## src/rtl/fma_align_stage.sv

```systemverilog
// Addend alignment for a fused multiply-add: two-stage right shift (coarse by 8s, then fine)
// with sticky collection and optional inversion for effective subtraction.
module fma_align_stage #(
    parameter int MANT_W = 24,
    parameter int ALN_W  = 74
) (
    input  logic              clk,
    input  logic              rst_n,
    input  logic              in_valid,
    output logic              in_ready,
    input  logic [MANT_W-1:0] mant_c,
    input  logic [6:0]        shf_num,
    input  logic [9:0]        exp_tmp,
    input  logic              eff_sub,
    output logic              out_valid,
    input  logic              out_ready,
    output logic [ALN_W-1:0]  out_aligned,
    output logic              out_sticky,
    output logic [9:0]        out_exp_tmp,
    output logic              out_sub
);

    localparam int         PAD_W   = ALN_W - MANT_W;
    localparam logic [6:0] SHF_MAX = 7'(ALN_W);

    logic             v1_q, v1_d;
    logic [ALN_W-1:0] data1_q, data1_d;
    logic             stk1_q, stk1_d;
    logic [2:0]       fine1_q, fine1_d;
    logic [9:0]       exp1_q, exp1_d;
    logic             sub1_q, sub1_d;

    logic             v2_q, v2_d;
    logic [ALN_W-1:0] al2_q, al2_d;
    logic             stk2_q, stk2_d;
    logic [9:0]       exp2_q, exp2_d;
    logic             sub2_q, sub2_d;

    logic             ready1, ready2;
    logic [6:0]       shf_c;
    logic [6:0]       coarse_amt;
    logic [ALN_W-1:0] c_ext;
    logic [ALN_W-1:0] coarse_mask;
    logic [ALN_W-1:0] fine_mask;
    logic [ALN_W-1:0] fine_shifted;

    always_comb begin
        ready2 = ~v2_q | out_ready;
        ready1 = ~v1_q | ready2;

        // Clamping to the field width makes every oversize shift discard the whole addend into sticky.
        shf_c        = (shf_num > SHF_MAX) ? SHF_MAX : shf_num;
        coarse_amt   = {shf_c[6:3], 3'b000};
        c_ext        = {mant_c, {PAD_W{1'b0}}};
        coarse_mask  = ~({ALN_W{1'b1}} << coarse_amt);
        fine_mask    = ~({ALN_W{1'b1}} << fine1_q);
        fine_shifted = data1_q >> fine1_q;

        v1_d    = v1_q;
        data1_d = data1_q;
        stk1_d  = stk1_q;
        fine1_d = fine1_q;
        exp1_d  = exp1_q;
        sub1_d  = sub1_q;
        v2_d    = v2_q;
        al2_d   = al2_q;
        stk2_d  = stk2_q;
        exp2_d  = exp2_q;
        sub2_d  = sub2_q;

        if (ready1) begin
            v1_d = in_valid;
            if (in_valid) begin
                data1_d = c_ext >> coarse_amt;
                stk1_d  = |(c_ext & coarse_mask);
                fine1_d = shf_c[2:0];
                exp1_d  = exp_tmp;
                sub1_d  = eff_sub;
            end
        end

        if (ready2) begin
            v2_d = v1_q;
            if (v1_q) begin
                // Sticky is taken from the un-inverted bits; only the aligned field is complemented.
                stk2_d = stk1_q | (|(data1_q & fine_mask));
                al2_d  = sub1_q ? ~fine_shifted : fine_shifted;
                exp2_d = exp1_q;
                sub2_d = sub1_q;
            end
        end
    end

    always_ff @(posedge clk) begin
        if (!rst_n) begin
            v1_q    <= 1'b0;
            data1_q <= '0;
            stk1_q  <= 1'b0;
            fine1_q <= '0;
            exp1_q  <= '0;
            sub1_q  <= 1'b0;
            v2_q    <= 1'b0;
            al2_q   <= '0;
            stk2_q  <= 1'b0;
            exp2_q  <= '0;
            sub2_q  <= 1'b0;
        end else begin
            v1_q    <= v1_d;
            data1_q <= data1_d;
            stk1_q  <= stk1_d;
            fine1_q <= fine1_d;
            exp1_q  <= exp1_d;
            sub1_q  <= sub1_d;
            v2_q    <= v2_d;
            al2_q   <= al2_d;
            stk2_q  <= stk2_d;
            exp2_q  <= exp2_d;
            sub2_q  <= sub2_d;
        end
    end

    assign in_ready    = rst_n & ready1;
    assign out_valid   = v2_q;
    assign out_aligned = al2_q;
    assign out_sticky  = stk2_q;
    assign out_exp_tmp = exp2_q;
    assign out_sub     = sub2_q;

endmodule

```

## config.mk

```make
export PLATFORM = sky130hd
export DESIGN_NAME = fma_align_stage
export DESIGN_NICKNAME = d
export VERILOG_FILES = /design/src/rtl/fma_align_stage.sv
export SDC_FILE = /design/constraint.sdc
export NUM_CORES = 1
export LEC_CHECK = 0
export BUFFER_PORTS_ARGS = -buffer_cell sky130_fd_sc_hd__buf_4
export CAP_MARGIN = 10
export CORE_MARGIN = 8
export CORE_UTILIZATION = 42
export CTS_CLUSTER_SIZE = 20
export DETAILED_ROUTE_END_ITERATION = 12
export PLACE_DENSITY = 0.71
export SLEW_MARGIN = 5
export SYNTH_ARGS = -nofsm -noshare
export SYNTH_HDL_FRONTEND = slang
export SYNTH_SLANG_ARGS = --single-unit
```

## constraint.sdc

```tcl
create_clock -name clk -period 2 [get_ports clk]
set_input_delay 0.1 -clock clk [delete_from_list [all_inputs] [get_ports clk]]
set_output_delay 0.1 -clock clk [all_outputs]
set_load 0.01 [all_outputs]
```

* Word level (Yosys, flattened, before mapping) *
Cells that the tools add are included.

storage, ports and cells
  flip-flop bits (word level) = 177
  input port bits = 46
  word-level logic and storage cells = 33

operators by class
  order comparisons = 1
  shift-type cells = 4
  muxes and demuxes = 2
  bitwise gates (word level) = 11
  reductions and logical operators = 4

operator list
  operator                                            number
  NOT 74 bit                                          3
  bitwise AND 74 bit                                  2
  OR reduction 74 bit                                 2
  two-way mux 74 bit                                  1
  left shift 74 x 3 -> 74 bit (first input constant)  1
  left shift 74 x 7 -> 74 bit (first input constant)  1
  right shift 74 x 3 -> 74 bit                        1
  right shift 74 x 7 -> 74 bit                        1
  > comparator 7 bit (second input constant)          1
  two-way mux 7 bit                                   1
  AND reduction 2 bit                                 2
  OR 1 bit                                            3
  NOT 1 bit                                           2
  bitwise AND 1 bit                                   1

* Longest topological paths before layout *
  word-level depth = 6
  mapped depth = 8

* Worst setup path before layout *
No wires, ideal clock.

  path type = flip-flop to flip-flop
  start = reg fine1_q[0]
  end = reg al2_q[14] (netlist: out_aligned[14])
  library setup time = 0.116 ns
  arrival = 1.672 ns
  setup slack = 0.212 ns
  stages on the path, launching flop included = 6
  clock period less this slack = 1.788 ns
  cells stage by stage = dfxtp_1 > buf_2 > mux4_2 > mux2i_1 > mux2i_1 > a31o_2

on the way
  word-level cells in the longest chain between the ends = 3

RTL lines
  item                            line  RTL
  start, declared                 29    logic [2:0] fine1_q, fine1_d;
  start signal, assigned          111   fine1_q <= fine1_d;
  right shift 74 x 3 -> 74 bit *  57    fine_shifted = data1_q >> fine1_q;
  NOT 74 bit                      87    al2_d = sub1_q ? ~fine_shifted : fine_shifted;
  two-way mux 74 bit *            87
  end signal, assigned            115   al2_q <= al2_d;
  end, declared                   34    logic [ALN_W-1:0] al2_q, al2_d;

Mark *: on every way between the ends. The rest lies on a longest branch, timed or not.
A chain may end at the register's enable or synchronous reset.

* Final worst setup path *
  start = reg fine1_q[0]
  end = reg al2_q[31] (netlist: out_aligned[31])

Same word-level chain as after synthesis.

==> impl_metrics.py <==
metrics = {
    "yosys": {
        "ys_seq_area_frac": 0.3359,
        "syn-cell-area_um2": 10550,
        "netlist-cell-type-count": 58,
        "synth_ff_type": "dfxtp_1",
        "synth.ff_latch_count": 177,
        "avgSynthCellArea_um2": 10.20,
        "synth-edff-count": 0,
        "synth_nets": 1080,
        "synth_cells": 1034,
        "yosys_warnings": 0,
        "synthArstFlopShare": 0,
    },
    "finish": {
        "fin_nets": 1197,
        "layout-drive-gt1-share": 0.2973,
        "fin_cells": 1494,
        "ff_latch_area_um2": 3552,
        "fin_area_um2": 12820,
        "fin_util": 0.5150,
        "syn2layout_area_growth_pct": 21.54,
        "multiInputGateArea_um2": 6460,
        "diodes": 0,
        "layout_commonest_cell": "buf_4",
        "fillers": 2234,
        "final_cell_mix": "176 x buf_4, 174 x dfxtp_1, 150 x mux2i_1",
    },
    "clock_tree": {
        "numCtsBuffers": 17,
        "htreeDepth": 4,
        "cts.clk_slew.worst_paths_ns": 0.07,
        "cts_root_buffer": "clkbuf_16",
        "clk_path_buf_depth": 2,
        "clock_latency_ns": 0.44,
        "tritoncts": "built",
        "clock_sinks": 177,
    },
    "setup_path": {
        "r2r-end": "out_aligned[31]$_SDFFE_PN0P_",
        "start_kind": "register",
        "reg2reg_from": "fine1_q[0]$_SDFFE_PN0P_",
        "cp-end-kind": "register",
        "rr_worst_depth": 6,
        "cp_max_fo": 16,
        "crit_type": "reg -> reg",
        "cp_top_family": "multiplexers",
        "crit_arrival_ns": 2.22,
        "slowest_delay_ns": 0.56,
        "crit_required_ns": 2.34,
        "worstPathCellList": "buf_12 -> buf_12 -> mux4_2 -> mux2i_1 -> mux2i_1 -> a31o_1",
        "slowest_stage": "mux4_2",
        "r2r_slack_ns": 0.12,
        "path_buf_inv": 2,
    },
    "power_and_ir_drop": {
        "p_leak_uw": 0.005080,
        "pwr-share-clk": 0.390,
        "p_int_uw": 5968,
        "p_sw_frac": 0.2974,
        "power_frac_seq": 0.444,
        "net-switching-power_uw": 2526,
        "combPwrFrac": 0.166,
        "p_per_area_nw_per_um2": 662.6,
        "irDropWorstVdd_uv": 468.7,
    },
    "floorplan": {
        "dieWidth_um": 174.5,
        "core_um2": 24890,
        "die_area_um2": 30440,
        "start_util": 0.4237,
        "fp-row-count": 58,
        "die_h_um": 174.5,
        "io_pins": 134,
    },
    "timing": {
        "finalHoldViolCount": 0,
        "rsz0062_at_grt": "false",
        "slew_viol_final": 0,
        "skew_ns": 0.009799,
        "max_freq_mhz": 531.7,
        "worst_slew_pin_slew_ns": 0.7997,
        "finalSetupTns_ns": 0,
        "fin_crit_ns": 1.881,
        "max-slew-margin-rel": 0.4649,
        "setup_viol": 0,
        "fin_crit_sh": 0.9404,
    },
    "global_routing": {
        "grt_first_pass_wirelength_mm": 49.56,
        "grt_max_degree": 57,
        "grt_pass1_vias": 8618,
        "antenna_found_initial": 1,
        "overflow": 0,
        "grt_usage": 0.2022,
    },
    "job": {
        "max-cap-violations": 0,
    },
    "route": {
        "vias_per_cell": 6.129,
        "drt_drc_violations_left": 0,
        "num_vias": 9157,
        "ant_nets": 0,
        "wl_per_cell_um": 21.17,
        "totalWireLength_mm": 31.63,
        "drtIter0Drc": 954,
        "first_pass_iters": 6,
    },
    "min_path": {
        "min-delay-start": "mant_c[20]",
        "hold_path_depth": 3,
        "hold_path.class": "in -> reg",
        "hold_end": "data1_q[70]$_SDFFE_PN0P_",
    },
    "placement": {
        "place_congestion": 0.9137,
        "dp_cells": 1440,
        "placed_cell_area_um2": 11980,
        "dp_hpwl_mm": 22.81,
        "portBuffers": 133,
    },
    "outcome": {
        "outcome": "finished, final reports clean",
    },
}
## sequential cells by signal, summed over array words and instances, names as in the netlist
signal       cells
v1_q             1
stk1_q           1
out_sub          1
out_aligned     74
data1_q         74
exp1_q          10
out_sticky       1
out_valid        1
fine1_q          3
out_exp_tmp     10
sub1_q           1
## stage by stage
| step | total power, uW | hold WS [ns] | setup slack, ns |
|---|---|---|---|
| 2_1_floorplan | 4687 | 0.2352 | 0.2120 |
| 3_3_place_gp | 5180 | 0.3496 | 0.06565 |
| 3_5_place_dp | 5197 | 0.3595 | 0.002827 |
| 4_1_cts | 8537 | 0.003372 | 0.03134 |
| 5_1_grt | 8821 | 0.02680 | 0.02334 |
| 6_report | 8495 | 0.02472 | 0.1192 |
## tightest hold or removal path, delay by kind of cell
kind	cells	cell delay [ns]
AOI/OAI and AO/OA	1	0.08
buffers and inverters	1	0.16
and+or+nand+nor	1	0.08
## cell families (layout without fill, tap and decap cells)
kind of cell    after synthesis  count (layout)  synth area share
buf+inv                     115             245           0.05469
simple gates                195             195           0.08968
xor+xnor                      3               3          0.002492
mux                         237             237            0.3074
flops                       177             177            0.3359
compound gates              307             307            0.2098
## worst max path at each step
stage | endpoint | slack (ns) | cells after the start | from
final | out_aligned[31]$_SDFFE_PN0P_ | 0.12 | 6 | fine1_q[0]$_SDFFE_PN0P_
after floorplan | out_aligned[14]$_SDFFE_PN0P_ | 0.21 | 5 | fine1_q[0]$_SDFFE_PN0P_
after global placement | out_aligned[17]$_SDFFE_PN0P_ | 0.07 | 5 | fine1_q[0]$_SDFFE_PN0P_
after CTS | out_aligned[12]$_SDFFE_PN0P_ | 0.03 | 5 | fine1_q[0]$_SDFFE_PN0P_
after global routing | data1_q[32]$_SDFFE_PN0P_ | 0.02 | 5 | out_valid$_SDFFE_PN0P_
after detailed placement | out_aligned[0]$_SDFFE_PN0P_ | 0.003 | 6 | fine1_q[0]$_SDFFE_PN0P_
## Yosys cell counts (13+ instances only)
cell,n,area share
a21o_1,28,0.020
a21oi_1,66,0.031
a22o_1,34,0.028
a22oi_1,17,0.012
a31o_1,51,0.042
a31o_2,13,0.011
buf_2,42,0.020
clkbuf_1,55,0.020
dfxtp_1,177,0.34
mux2_2,15,0.016
mux2i_1,154,0.15
mux4_2,68,0.15
nand2_1,77,0.027
nand3_1,29,0.014
nor2_1,29,0.010
o21ai_0,34,0.016
## cell type report
class / instances / area share
Clock buffer: 17 / 0.03318
Clock inverter: 15 / 0.01318
Inverter: 5 / 0.001464
Multi-Input combinational cell: 742 / 0.5039
Sequential cell: 177 / 0.2771
Tap cell: 330 / 0.03221
Timing Repair Buffer: 208 / 0.1390
## per-layer routing
metal,vias to the layer above,share of wire,GRT usage
li1,4229,-,-
met1,4503,0.44,0.2808
met2,386,0.46,0.3116
met3,37,0.079,0.04817
met4,2,0.013,0.04809
met5,-,0.00032,0
## timing repair
item / in CTS / in global routing
resized for setup: 1 / 4
hold buffers: 18 / 0
setup endpoints to repair: 2 / 8
buffers inserted: 1 / 3
gates cloned: 0 / 0
hold endpoints to repair: 18 / 0
## power by group through the flow
stage	Combinational [uW]	Sequential (uW)	Clock, uW
final	1410	3770	3310
after global routing	1510	3780	3530
after CTS	1380	3770	3390
after detailed placement	1350	3850	0
after global placement	1330	3850	0
after floorplan	864	3820	0
Power figures use the tool's default switching activity.
